==> src/rtl/video_pkg.sv <==
// Shared level constants, default timing and decoder state type for the
// composite playback decoder (optional DECODE_STATS_EN lives in the top).
package video_pkg;

    localparam logic [7:0] BLANK      = 8'd41;
    localparam logic [7:0] START_MARK = 8'd180;
    localparam logic [7:0] END_MARK   = 8'd200;
    localparam logic [7:0] DIS_START  = 8'd42;
    localparam logic [7:0] DIS_END    = 8'd49;

    localparam int HS_MIN_DEF   = 20;
    localparam int HS_MAX_DEF   = 40;
    localparam int VS_MIN_DEF   = 100;
    localparam int MARK_OFS_DEF = 28;
    localparam int MARK_WIN_DEF = 4;
    localparam int DATA_LEN_DEF = 331;
    localparam int START_TH_DEF = 150;
    localparam int END_TH_DEF   = 190;

    typedef enum logic [2:0] {
        IDLE,
        SYNC_LOW,
        SEARCH,
        DATA,
        CHECK
    } dec_state_t;

endpackage

==> src/rtl/sync_pulse_classifier.sv <==
// Measures each sync-low run and flags it on the rising edge of sync as an
// hsync-width or broad (vsync serration) pulse.
module sync_pulse_classifier
    import video_pkg::*;
#(
    parameter int HS_MIN = HS_MIN_DEF,
    parameter int HS_MAX = HS_MAX_DEF,
    parameter int VS_MIN = VS_MIN_DEF
)(
    input  logic i_clk,
    input  logic i_rst,
    input  logic i_sync,
    output logic o_is_hsync,
    output logic o_is_broad
);

    localparam logic [7:0] L_HS_MIN = 8'(HS_MIN);
    localparam logic [7:0] L_HS_MAX = 8'(HS_MAX);
    localparam logic [7:0] L_VS_MIN = 8'(VS_MIN);

    logic [7:0] r_width;
    logic       w_rise;

    // Width holds at 255 so very long broad pulses still classify as broad.
    always_ff @(posedge i_clk) begin
        if (i_rst) begin
            r_width <= '0;
        end else if (!i_sync) begin
            if (r_width != 8'hFF) begin
                r_width <= r_width + 8'd1;
            end
        end else begin
            r_width <= '0;
        end
    end

    assign w_rise     = i_sync && (r_width != 8'd0);
    assign o_is_hsync = w_rise && (r_width >= L_HS_MIN) && (r_width <= L_HS_MAX);
    assign o_is_broad = w_rise && (r_width >= L_VS_MIN);

endmodule

==> src/rtl/video_in_decoder.sv <==
// Line-locked payload recovery from replayed composite video.
// Define DECODE_STATS_EN to add the good_lines/bad_lines status counters.
module video_in_decoder
    import video_pkg::*;
#(
    parameter int HS_MIN   = HS_MIN_DEF,
    parameter int HS_MAX   = HS_MAX_DEF,
    parameter int VS_MIN   = VS_MIN_DEF,
    parameter int MARK_OFS = MARK_OFS_DEF,
    parameter int MARK_WIN = MARK_WIN_DEF,
    parameter int DATA_LEN = DATA_LEN_DEF,
    parameter int START_TH = START_TH_DEF,
    parameter int END_TH   = END_TH_DEF
)(
    input  logic        clkin,
    input  logic        rst,
    input  logic [7:0]  video_in,
    input  logic        sync_in,
    output logic [7:0]  out_data,
    output logic        out_valid,
    output logic        out_first,
    output logic        line_done,
    output logic        line_ok,
    output logic        field_start
`ifdef DECODE_STATS_EN
    ,
    output logic [15:0] good_lines,
    output logic [15:0] bad_lines
`endif
);

    localparam logic [8:0] L_WIN_LO   = 9'(MARK_OFS - MARK_WIN);
    localparam logic [8:0] L_WIN_HI   = 9'(MARK_OFS + MARK_WIN);
    localparam logic [8:0] L_LAST_IDX = 9'(DATA_LEN - 1);
    localparam logic [7:0] L_START_TH = 8'(START_TH);
    localparam logic [7:0] L_END_TH   = 8'(END_TH);

    dec_state_t r_state;
    dec_state_t w_next_state;
    logic [8:0] r_offset;
    logic [8:0] r_idx;
    logic       r_in_vsync;
    logic [8:0] w_sample_ofs;
    logic       w_is_hsync;
    logic       w_is_broad;
    logic       w_rise;
    logic       w_hit;
    logic       w_timeout;
    logic       w_emit;
    logic       w_done;
    logic       w_ok;
    logic       w_fs;

    sync_pulse_classifier #(
        .HS_MIN (HS_MIN),
        .HS_MAX (HS_MAX),
        .VS_MIN (VS_MIN)
    ) u_classifier (
        .i_clk      (clkin),
        .i_rst      (rst),
        .i_sync     (sync_in),
        .o_is_hsync (w_is_hsync),
        .o_is_broad (w_is_broad)
    );

    // r_offset counts SEARCH cycles; the rise cycle itself is offset 0.
    assign w_sample_ofs = r_offset + 9'd1;
    assign w_rise       = (r_state == SYNC_LOW) && sync_in;
    assign w_hit        = (w_sample_ofs >= L_WIN_LO) && (w_sample_ofs <= L_WIN_HI)
                          && (video_in >= L_START_TH);
    assign w_timeout    = (w_sample_ofs >= L_WIN_HI);

    always_ff @(posedge clkin) begin
        if (rst) begin
            r_state <= IDLE;
        end else begin
            r_state <= w_next_state;
        end
    end

    always_comb begin
        w_next_state = r_state;
        case (r_state)
            IDLE:     if (!sync_in) w_next_state = SYNC_LOW;
            SYNC_LOW: if (sync_in)  w_next_state = w_is_hsync ? SEARCH : IDLE;
            SEARCH: begin
                if (!sync_in)       w_next_state = SYNC_LOW;
                else if (w_hit)     w_next_state = DATA;
                else if (w_timeout) w_next_state = IDLE;
            end
            DATA: begin
                if (!sync_in)                  w_next_state = SYNC_LOW;
                else if (r_idx == L_LAST_IDX)  w_next_state = CHECK;
            end
            CHECK:    w_next_state = sync_in ? IDLE : SYNC_LOW;
            default:  w_next_state = IDLE;
        endcase
    end

    // Sync dropping inside DATA/CHECK ends the line as a failure.
    always_comb begin
        w_emit = 1'b0;
        w_done = 1'b0;
        w_ok   = 1'b0;
        w_fs   = 1'b0;
        case (r_state)
            SYNC_LOW: w_fs = w_rise && w_is_broad && !r_in_vsync;
            DATA: begin
                w_emit = sync_in;
                w_done = !sync_in;
            end
            CHECK: begin
                w_done = 1'b1;
                w_ok   = sync_in && (video_in >= L_END_TH);
            end
            default: ;
        endcase
    end

    always_ff @(posedge clkin) begin
        if (rst) begin
            out_data    <= '0;
            out_valid   <= 1'b0;
            out_first   <= 1'b0;
            line_done   <= 1'b0;
            line_ok     <= 1'b0;
            field_start <= 1'b0;
            r_offset    <= '0;
            r_idx       <= '0;
            r_in_vsync  <= 1'b0;
        end else begin
            out_valid   <= w_emit;
            out_first   <= w_emit && (r_idx == 9'd0);
            line_done   <= w_done;
            field_start <= w_fs;
            if (w_emit) begin
                out_data <= video_in;
            end
            if (w_done) begin
                line_ok <= w_ok;
            end
            if (w_rise && w_is_hsync) begin
                r_offset <= '0;
            end else if (r_state == SEARCH) begin
                r_offset <= r_offset + 9'd1;
            end
            if (r_state == SEARCH) begin
                r_idx <= '0;
            end else if (w_emit) begin
                r_idx <= r_idx + 9'd1;
            end
            if (w_rise && w_is_hsync) begin
                r_in_vsync <= 1'b0;
            end else if (w_rise && w_is_broad) begin
                r_in_vsync <= 1'b1;
            end
        end
    end

`ifdef DECODE_STATS_EN
    always_ff @(posedge clkin) begin
        if (rst) begin
            good_lines <= '0;
            bad_lines  <= '0;
        end else if (w_done) begin
            if (w_ok) begin
                good_lines <= good_lines + 16'd1;
            end else begin
                bad_lines <= bad_lines + 16'd1;
            end
        end
    end
`endif

endmodule

==> config.mk <==
export PLATFORM = sky130hd
export DESIGN_NAME = video_in_decoder
export DESIGN_NICKNAME = d
export VERILOG_FILES = /design/src/rtl/video_pkg.sv /design/src/rtl/sync_pulse_classifier.sv /design/src/rtl/video_in_decoder.sv
export SDC_FILE = /design/constraint.sdc
export NUM_CORES = 1
export LEC_CHECK = 0
export CAP_MARGIN = 20
export CORE_MARGIN = 2
export CORE_UTILIZATION = 25
export CTS_CLUSTER_SIZE = 28
export DETAILED_ROUTE_END_ITERATION = 7
export MAX_ROUTING_LAYER = met4
export PLACE_DENSITY_LB_ADDON = 0.12
export SLEW_MARGIN = 5
export SYNTH_ARGS = -nofsm -noshare
export SYNTH_HDL_FRONTEND = slang
export SYNTH_HIERARCHICAL = 1
export SYNTH_SLANG_ARGS = --single-unit
==> constraint.sdc <==
create_clock -name clkin -period 2.9 [get_ports clkin]
set_clock_uncertainty 0.2 [all_clocks]
set_input_delay 0.87 -clock clkin [delete_from_list [all_inputs] [get_ports clkin]]
set_output_delay 0.87 -clock clkin [all_outputs]
set_load 0.01 [all_outputs]
After elaboration in Yosys (flattened, before gate mapping):

Index checks and enable logic that the tools add are counted.
W data, S select, Z words.

* flip-flop bits (word level): 43
* latch bits: 0
* memory bits (writable): 0
* bits in read-only memories: 0
* word-level logic and storage cells: 68
* memories: 0

* $add $sub $neg: 3
* multiply operators: 0
* div/mod/pow operators: 0
* order comparisons: 8
* equality and inequality tests: 10
* shifts and indexed selects: 0
* muxes and demuxes: 13
* bitwise logic cells: 1
* reduce and logical (&&, ||, !) cells: 22

Operator list (count)
* $mux W3: 7
* $add A9 B1 Y9 const B: 2
* $ge A8 B8 Y1 const B: 2
* $pmux W3 S5: 1
* $logic_and A1 B1 Y1: 12
* $eq A9 B9 Y1 const B: 1
* $ge A9 B5 Y1 const B: 1
* $ge A9 B6 Y1 const B: 1
* $le A9 B6 Y1 const B: 1
* $logic_not A9 Y1: 1
* $add A8 B1 Y8 const B: 1
* $ge A8 B5 Y1 const B: 1
* $ge A8 B7 Y1 const B: 1
* $le A8 B6 Y1 const B: 1
* $ne A8 B8 Y1 const B: 1
* $reduce_bool A8 Y1: 1
* $reduce_or A2 Y1: 4
* $eq A3 B2 Y1 const B: 2
* $ne A2 B2 Y1 const B: 2
* $ne A4 B4 Y1 const B: 1
* $reduce_and A4 Y1: 1
* $eq A3 B1 Y1 const B: 1
* $eq A3 B3 Y1 const B: 1
* $logic_not A3 Y1: 1
* 6 further kinds: 9

Depth between registers and ports, before layout:

Gate-level depths: netlist (run 1).

* depth in word-level cells: 7
* depth in mapped cells: 8

By module:

Netlist (run 1), hierarchy kept.

By module, submodules not included
* video_in_decoder: instances 1, cells each 209, area each 1752.9 um2, sequential area each 700.7 um2
* sync_pulse_classifier: instances 1, cells each 61, area each 489.2 um2, sequential area each 160.2 um2

Least setup slack after synthesis (run 1):

OpenSTA, ideal clock, no wires.

* kind: input -> register
* start: input port sync_in
* end: register r_state[0]
* setup time: 0.091 ns
* arrival time: 2.045 ns
* data required time: 2.609 ns
* setup slack: 0.564 ns
* stages on the path: 7
* path buffers: 1
* cells stage by stage: clkbuf_1 > and4b_1 > o21ai_1 > a21boi_1 > o41ai_2 > o211a_1 > a311oi_1

* longest elaborated chain between the ends: 2
* elaborated cells between the ends (all ways): 9

RTL lines
* start, declared: line video_in_decoder.sv:18 `input logic sync_in,`
* $ne A4 B4 Y1 (no line), or another cell as far along
* $reduce_and A4 Y1 (no line) or $pmux W3 S5 (tied branches)
* end signal, assigned: line video_in_decoder.sv:77 `r_state <= w_next_state;`
* end, declared: line video_in_decoder.sv:38 `dec_state_t r_state;`

Several ways; a longest one is shown, not always the timed one.
A chain may end at the register's enable or synchronous reset.

Worst setup path in the final report (run 1):

* start: input port video_in[1]
* end: register r_state[0]

* longest elaborated chain between the ends: 5
* elaborated cells between the ends (all ways): 7

RTL lines
* start, declared: line video_in_decoder.sv:17 `input logic [7:0] video_in,`
* $ge A8 B8 Y1 *: line video_in_decoder.sv:70 `&& (video_in >= L_START_TH);`
* $logic_and A1 B1 Y1 *: line video_in_decoder.sv:70
* $mux W3: line video_in_decoder.sv:88 `else if (w_hit) w_next_state = DATA;`
* $mux W3: line video_in_decoder.sv:87 `if (!sync_in) w_next_state = SYNC_LOW;`
* $pmux W3 S5: line video_in_decoder.sv:83 `case (r_state)`

Every way passes the cells marked *; elsewhere a longest branch is shown, timed or not.

==> results by group, run 1 <==
Global route
  – All-Layer GR Usage: 12.0%
  – Number of global-route vias before repair: 1879
  – GRT Residual Overflow: 0
  – Initial antenna violation count: 0
  – Largest net degree at the start of global routing: 14
  – First-pass GRT wire length: 9.21 mm

Clock tree
  – Clock tree buffer depth: 2
  – Root Buffer: clkbuf_8
  – CTS H-tree lvls: 2
  – Cts bufs inserted: 5
  – CTS tree: yes
  – CTS clk-pin slew, worst paths: 0.09 ns
  – Postcts setup bufs: 0
  – Hold_buf cts: 0
  – Post-CTS sizing: 0
  – Clock Sinks: 43
  – Clock Latency Late Sink: 0.30 ns

Finish
  – Commonest non-fill, non-tap cell in the layout: dfxtp_1
  – Layout Area Growth over Synthesis: 21.3%
  – Fillers: 926
  – NumNets Final: 311
  – Fin util: 31.2%
  – Share of cells above drive strength 1: 9.86%
  – Most frequent cells in the layout: 43 x dfxtp_1, 31 x nand2_1, 25 x nor2_1
  – N_diodes: 0
  – Finished layout cell area: 0.00272 mm2

Drt
  – DR WL/cell: 13.1 um
  – Remaining antenna violation count: 0
  – Vias: 1931
  – Iter 0 DRT Violations: 63
  – DRC Markers: 0
  – TritonRoute pass-1 iters: 4
  – Vias/cell: 4.80
  – WL final: 5.26 mm

STA
  – Worst slew pin tran: 0.463 ns
  – Final hold violation count: 0
  – WHS: 0.234 ns
  – Fin crit share: 88.8%
  – Slew headroom: 69.0%
  – Fin worst setup slack: 0.324 ns
  – Max-slew violations: 0
  – Finish-stage setup viols: 0
  – Unrepaired setup endpoints after global routing: no
  – Fmax: 388 MHz
  – Final TNS setup: 0 ns
  – Final min period: 2.58 ns

Logic synthesis
  – Mux cell area share after synthesis: 0.893%
  – Main combinational cell family by area after synthesis: simple AND/OR/NAND/NOR gates
  – Top cells by area, synth: dfxtp_1 38%, xor2_1 5.5%, nand2_1 5.2%, a21oi_1 4.5%, nor2_1 4.2%
  – Post-Syn Area per Cell: 8.30 um2
  – Synth Net Count: 288
  – Post-Synth XOR/XNOR Area: 6.25%
  – Top FF cell, synth: dfxtp_1
  – Synth async-reset ratio: 0%
  – Syn Std Cell Area: 0.00224 mm2
  – Sequential cell area fraction in the yosys report: 38.4%
  – Post-Synth Adder-Cell Area: 3.91%
  – Leading area contributor after synthesis: dfxtp_1
  – Synth Area in Compound Gates: 16.8%
  – Post-synthesis simple-gate area fraction: 27.9%
  – Yosys reg bits: 43
  – Post-synth EDFFs: 0
  – Cells after synthesis: 270
  – Synth top area share: 38.4%
  – Yosys Warn Count: 6
  – Synth cell types: 62

Pwr
  – Net Sw Frac: 22.2%
  – Part of the power in registers: 51.5%
  – Max VDD drop: 0.174 mV
  – Leakage: 0.987 nW
  – Pwr Density: 429 mW/mm2
  – Combinational Power Share: 6.2%
  – Total net switching power: 0.000259 W
  – Pint: 0.000909 W
  – Clock group share of total power: 42.3%

Worst setup path
  – Critical path type: input port to register
  – CP Max Fanout: 2
  – Critical Path Source Type: input port
  – Worst reg2reg path depth: 8
  – WP data arrival: 2.59 ns
  – CP endpoint kind: register
  – Required time of the critical path: 2.91 ns

Floorplanning
  – Initial Utilization: 25.7%
  – Area of the core: 0.00872 mm2
  – Height of the die: 98.7 um
  – Row cnt: 34
  – Die ar.: 0.00974 mm2
  – Top Ports: 24
  – Chip width: 98.7 um

Worst hold path
  – Worst hold stages: 1
  – Min-Delay Path Class: register to register

Flow run
  – Max_cap viols: 0

Placement
  – Port bufs: 23
  – Place WS: 0.0301 ns
  – Placer's final routability congestion estimate: 0.855
  – Post-DP HPWL: 3.79 mm
  – Placed Area: 0.00260 mm2

Run status
  – Status: finished clean
-- synthesized netlist by cell type, drive strengths merged, types with 2 or more instances --
cell type and number:
nor3 9, or4b 2, or3 2, nor2b 4, clkbuf 8, nand4 8, nor4 3, mux2i 2
a21oi 20, or2 2, dfxtp 43, and2 4, nand2b 2, and4 3, a211oi 2, ha 7
a21boi 2, xor2 14, a21o 2, buf 9, o41ai 2, inv 10, o21ai 11, nand2 31
nand3 10, a31oi 3, nor2 25, xnor2 2, a211o 2, and3 7
-- path summary, 6_finish.rpt --
path / slack, ns / to / startpoint
hold / removal: 0.23 / field_start$_SDFF_PP0_ / r_in_vsync$_SDFFE_PP0P_
setup / recovery: 0.32 / r_state[0]$_SDFFE_PP0P_ / video_in[1]
setup reg to reg: 0.38 / r_state[0]$_SDFFE_PP0P_ / r_offset[0]$_SDFFE_PP0P_
hold reg to reg: 0.23 / field_start$_SDFF_PP0_ / r_in_vsync$_SDFFE_PP0P_
-- power groups by stage --
stage | Clock (W) | Combinational (W) | Sequential, W
2_1_floorplan | 0 | 0.0000438 | 0.000609
3_3_place_gp | 0 | 0.0000740 | 0.000615
3_5_place_dp | 0 | 0.0000732 | 0.000615
4_1_cts | 0.000519 | 0.0000736 | 0.000601
5_1_grt | 0.000543 | 0.0000813 | 0.000603
6_report | 0.000494 | 0.0000730 | 0.000601
-- state kept, by name (all words and copies together), names as in the netlist --
name / count
field_start: 1
out_data: 8
out_first: 1
r_state: 3
r_idx: 9
u_classifier/r_width: 8
line_done: 1
line_ok: 1
r_offset: 9
out_valid: 1
r_in_vsync: 1
-- final cells by class --
class	count	area [um2]	area share [%]
Multi-Input combinational cell	200	1250	46.0
Clock buffer	6	82.6	3.04
Tap cell	108	135	4.97
Timing Repair Buffer	33	318	11.7
Clock inverter	2	35.0	1.29
Sequential cell	43	861	31.7
Inverter	10	37.5	1.38
-- metal layers --
metal | track usage, % | vias to the layer above | share of wire (%)
met5 | - | - | 0
met1 | 16.0 | 881 | 51
li1 | - | 1001 | -
met2 | 17.6 | 40 | 43
met3 | 2.91 | 9 | 3.9
met4 | 4.32 | 0 | 1.9
-- kinds of logic after synthesis --
logic type / Yosys count
buffers and inverters: 27
AO/OA/AOI/OAI: 56
adder cells (fa/ha/maj): 7
XOR/XNOR: 16
AND/OR/NAND/NOR: 119
flip-flops: 43
multiplexers: 2
-- through the flow --
stage | total power, W | cells
after floorplan | 0.000653 | 270
after detailed placement | 0.000688 | 394
after global placement | 0.000689 | 394
final | 0.00117 | 402
after global routing | 0.00123 | 402
after CTS | 0.00119 | 402
-- worst max-delay path, stage by stage --
cell             delay (ns)
clkdlybuf4s50_1        0.47
and2_1                 0.15
o21ai_0                0.13
a21o_1                 0.22
or4b_1                 0.49
a311oi_1               0.26
(Power assumes the default switching activity.)
==> inputs of run 2 (changes only) <==
PLACE_DENSITY = 0.41   (was unset)
PLACE_DENSITY_LB_ADDON = unset   (was 0.12)
SYNTH_HIERARCHICAL = unset   (was 1)
==> run 2 against run 1 <==
Net effect: utilization down 0.084 points; final cell count up 1.2%; non-clock buffer count up 2; clock power down 22%; sequential power about the same; clock-buffer cell count unchanged; global-route usage down 0.82 points; first-iteration DRC count up 29%; total power down 9.3%; register-to-register slack better by 0.18 ns; combinational power down 1%; via count down 0.47%.
==> results by group, run 2 <==
Drt
  – Vias/cell: 4.72
  – Iter 0 DRT Violations: 81
  – TritonRoute pass-1 iters: 4
  – Remaining antenna violation count: 0
  – WL final: 4.96 mm
  – DR WL/cell: 12.2 um
  – DRC Markers: 0
  – Vias: 1922

Placement
  – Post-DP HPWL: 3.60 mm
  – Place WS: 0.0549 ns
  – Placer's final routability congestion estimate: 0.713
  – Port bufs: 23

Pwr
  – Max VDD drop: 0.138 mV
  – Combinational Power Share: 6.8%
  – Total net switching power: 0.000243 W
  – Pint: 0.000816 W
  – Pwr Density: 394 mW/mm2
  – Part of the power in registers: 56.8%
  – Leakage: 0.993 nW
  – Net Sw Frac: 22.9%
  – Clock group share of total power: 36.4%

Clock tree
  – CTS tree: yes
  – Hold_buf cts: 0
  – CTS H-tree lvls: 2
  – Root Buffer: clkbuf_8
  – Clock tree buffer depth: 2
  – Postcts setup bufs: 0
  – Clock Sinks: 43
  – Cts bufs inserted: 5
  – Clock Latency Late Sink: 0.29 ns
  – CTS clk-pin slew, worst paths: 0.08 ns
  – Post-CTS sizing: 0

Floorplanning
  – Area of the core: 0.00864 mm2
  – Row cnt: 34
  – Chip width: 98.0 um
  – Top Ports: 24
  – Die ar.: 0.00960 mm2
  – Height of the die: 98.0 um
  – Initial Utilization: 25.6%

Worst setup path
  – Worst Path Buf+Inv: 2
  – CP top delay family: simple AND/OR/NAND/NOR gates
  – WP data arrival: 2.53 ns
  – Worst reg2reg path depth: 7
  – Worst-path cell chain: clkdlybuf4s50_1, nand2b_1, or4_1, a21oi_1, or2_1, buf_12, nor2_1
  – CP endpoint kind: register
  – Reg2Reg Setup Slack: 0.56 ns
  – Critical path type: input port to register
  – Crit-path slowest cell: clkdlybuf4s50_1
  – RR Endpoint: r_state[0]$_SDFFE_PP0P_
  – Required time of the critical path: 2.88 ns
  – Critical Path Source Type: input port
  – Critical R2R Launch: r_offset[0]$_SDFFE_PP0N_
  – CP Max Fanout: 10
  – Slowest cell delay on critical path: 0.54 ns

Logic synthesis
  – Leading area contributor after synthesis: dfxtp_1
  – Most instantiated cells after synthesis: 43 x dfxtp_1, 36 x nor2_1, 33 x nand2_1, 19 x a21oi_1, 15 x xor2_1
  – Syn Std Cell Area: 0.00221 mm2
  – Synth Net Count: 290
  – Top cells by area, synth: dfxtp_1 39%, nor2_1 6.1%, xor2_1 6.0%, nand2_1 5.6%, a21oi_1 4.3%
  – Synth cell types: 50
  – Post-Syn Area per Cell: 8.11 um2
  – Cells after synthesis: 272
  – Top FF cell, synth: dfxtp_1
  – Count leader, synth: dfxtp_1
  – Synth async-reset ratio: 0%
  – Sequential cell area fraction in the yosys report: 39.0%
  – Synth top area share: 39.0%
  – Post-synth EDFFs: 0
  – Yosys Warn Count: 0
  – Yosys reg bits: 43

Worst hold path
  – Hold Startpoint: out_data[0]$_SDFFE_PP0P_
  – Worst hold stages: 2
  – Min-Delay Path Class: register to register
  – Worst Hold Path EP: out_data[0]$_SDFFE_PP0P_

Run status
  – Status: finished clean

STA
  – Max-slew violations: 0
  – Unrepaired setup endpoints after global routing: no
  – Fin crit share: 87.8%
  – Fin worst setup slack: 0.353 ns
  – Slew headroom: 54.7%
  – Final min period: 2.55 ns
  – Worst slew pin tran: 0.675 ns
  – Finish-stage setup viols: 0
  – Final TNS setup: 0 ns
  – Fmax: 393 MHz
  – Final hold violation count: 0

Finish
  – Layout Area Growth over Synthesis: 21.7%
  – NumNets Final: 317
  – Commonest non-fill, non-tap cell in the layout: dfxtp_1
  – Fillers: 944
  – Share of cells above drive strength 1: 8.70%
  – N_diodes: 0
  – Most frequent cells in the layout: 43 x dfxtp_1, 36 x nor2_1, 33 x nand2_1
  – Largest regs: r_idx x9, r_offset x9

Global route
  – GRT Residual Overflow: 0
  – All-Layer GR Usage: 11.1%
  – First-pass GRT wire length: 8.61 mm
  – Initial antenna violation count: 0
  – Number of global-route vias before repair: 1777
  – Largest net degree at the start of global routing: 15

Flow run
  – Max_cap viols: 0
run 2: cell types whose count changed after synthesis, sizes merged, moves of 3 or more:
cell,delta
nor2,+11
and3,+6
inv,-4
nor3,-4
o31ai,+3
or3,+3
run 2: power by group through the flow:
stage / Sequential [W] / Clock (W) / Combinational [W]
after floorplan: 0.000610 / 0 / 0.0000431
after global placement: 0.000616 / 0 / 0.0000727
after detailed placement: 0.000616 / 0 / 0.0000729
after CTS: 0.000602 / 0.000417 / 0.0000735
after global routing: 0.000604 / 0.000435 / 0.0000819
final: 0.000602 / 0.000385 / 0.0000723
run 2: worst max-delay path by stage:
stage	from	end	slack, ns	cells past startpoint
finish	sync_in	r_offset[5]$_SDFFE_PP0N_	0.35	7
global route	sync_in	r_offset[2]$_SDFFE_PP0N_	0.27	7
CTS	sync_in	r_offset[4]$_SDFFE_PP0N_	0.36	7
detailed placement	sync_in	r_offset[7]$_SDFFE_PP0N_	0.05	7
global placement	video_in[2]	r_state[0]$_SDFFE_PP0P_	0.04	6
floorplan	video_in[2]	r_state[0]$_SDFFE_PP0P_	0.47	4
run 2: worst min-delay path, cell delays in order, from the launching register on:
cell and delay, ns:
dfxtp_1 0.31, nand2_1 0.05, a21oi_1 0.05
run 2: per-stage QoR:
stage,area [um2],hold WS [ns],instances,utilization (%),total power (W)
final,2690,0.256,407,31.1,0.00106
after global routing,2690,0.290,407,31.1,0.00112
after CTS,2690,0.263,407,31.1,0.00109
after detailed placement,2600,0.250,400,30.1,0.000689
after global placement,2600,0.243,400,30.1,0.000689
after floorplan,2210,0.242,272,-,0.000653
run 2: layout make-up:
type | instances | area [um2] | share of cell area (%)
inverter | 6 | 22.5 | 0.839
tap | 108 | 135 | 5.03
clock inverter | 1 | 5.00 | 0.186
timing repair buffer | 35 | 333 | 12.4
multi-input combinational | 208 | 1250 | 46.4
clock buffer | 6 | 82.6 | 3.08
sequential | 43 | 861 | 32.1
run 2: cells by family after synthesis:
group	share of synthesized area (%)
and+or+nand+nor	30.4
AOI/OAI and AO/OA	14.0
DFF	39.0
buffers and inverters	4.53
xor gates and xnor gates	7.14
adders and majority gates	3.97
muxes	0.907
run 2: metal layers:
layer	vias up	wire, um	track usage [%]
li1	1003	-	-
met1	889	2570	15.0
met2	22	2190	17.1
met3	8	154	2.36
met4	0	47	2.88
met5	-	0	-
==> inputs of run 3 (changes only) <==
--- a/config.mk
+++ b/config.mk
@@ -7,2 +7,3 @@
 export LEC_CHECK = 0
+export ABC_CLOCK_PERIOD_IN_PS = 2900
 export CAP_MARGIN = 20
--- a/constraint.sdc
+++ b/constraint.sdc
@@ -4,2 +4,2 @@
 set_output_delay 0.87 -clock clkin [all_outputs]
-set_load 0.01 [all_outputs]
+set_load 0.005 [all_outputs]
==> results of run 3 <==
Final layout, timing and power as in run 2 (identical DEF).
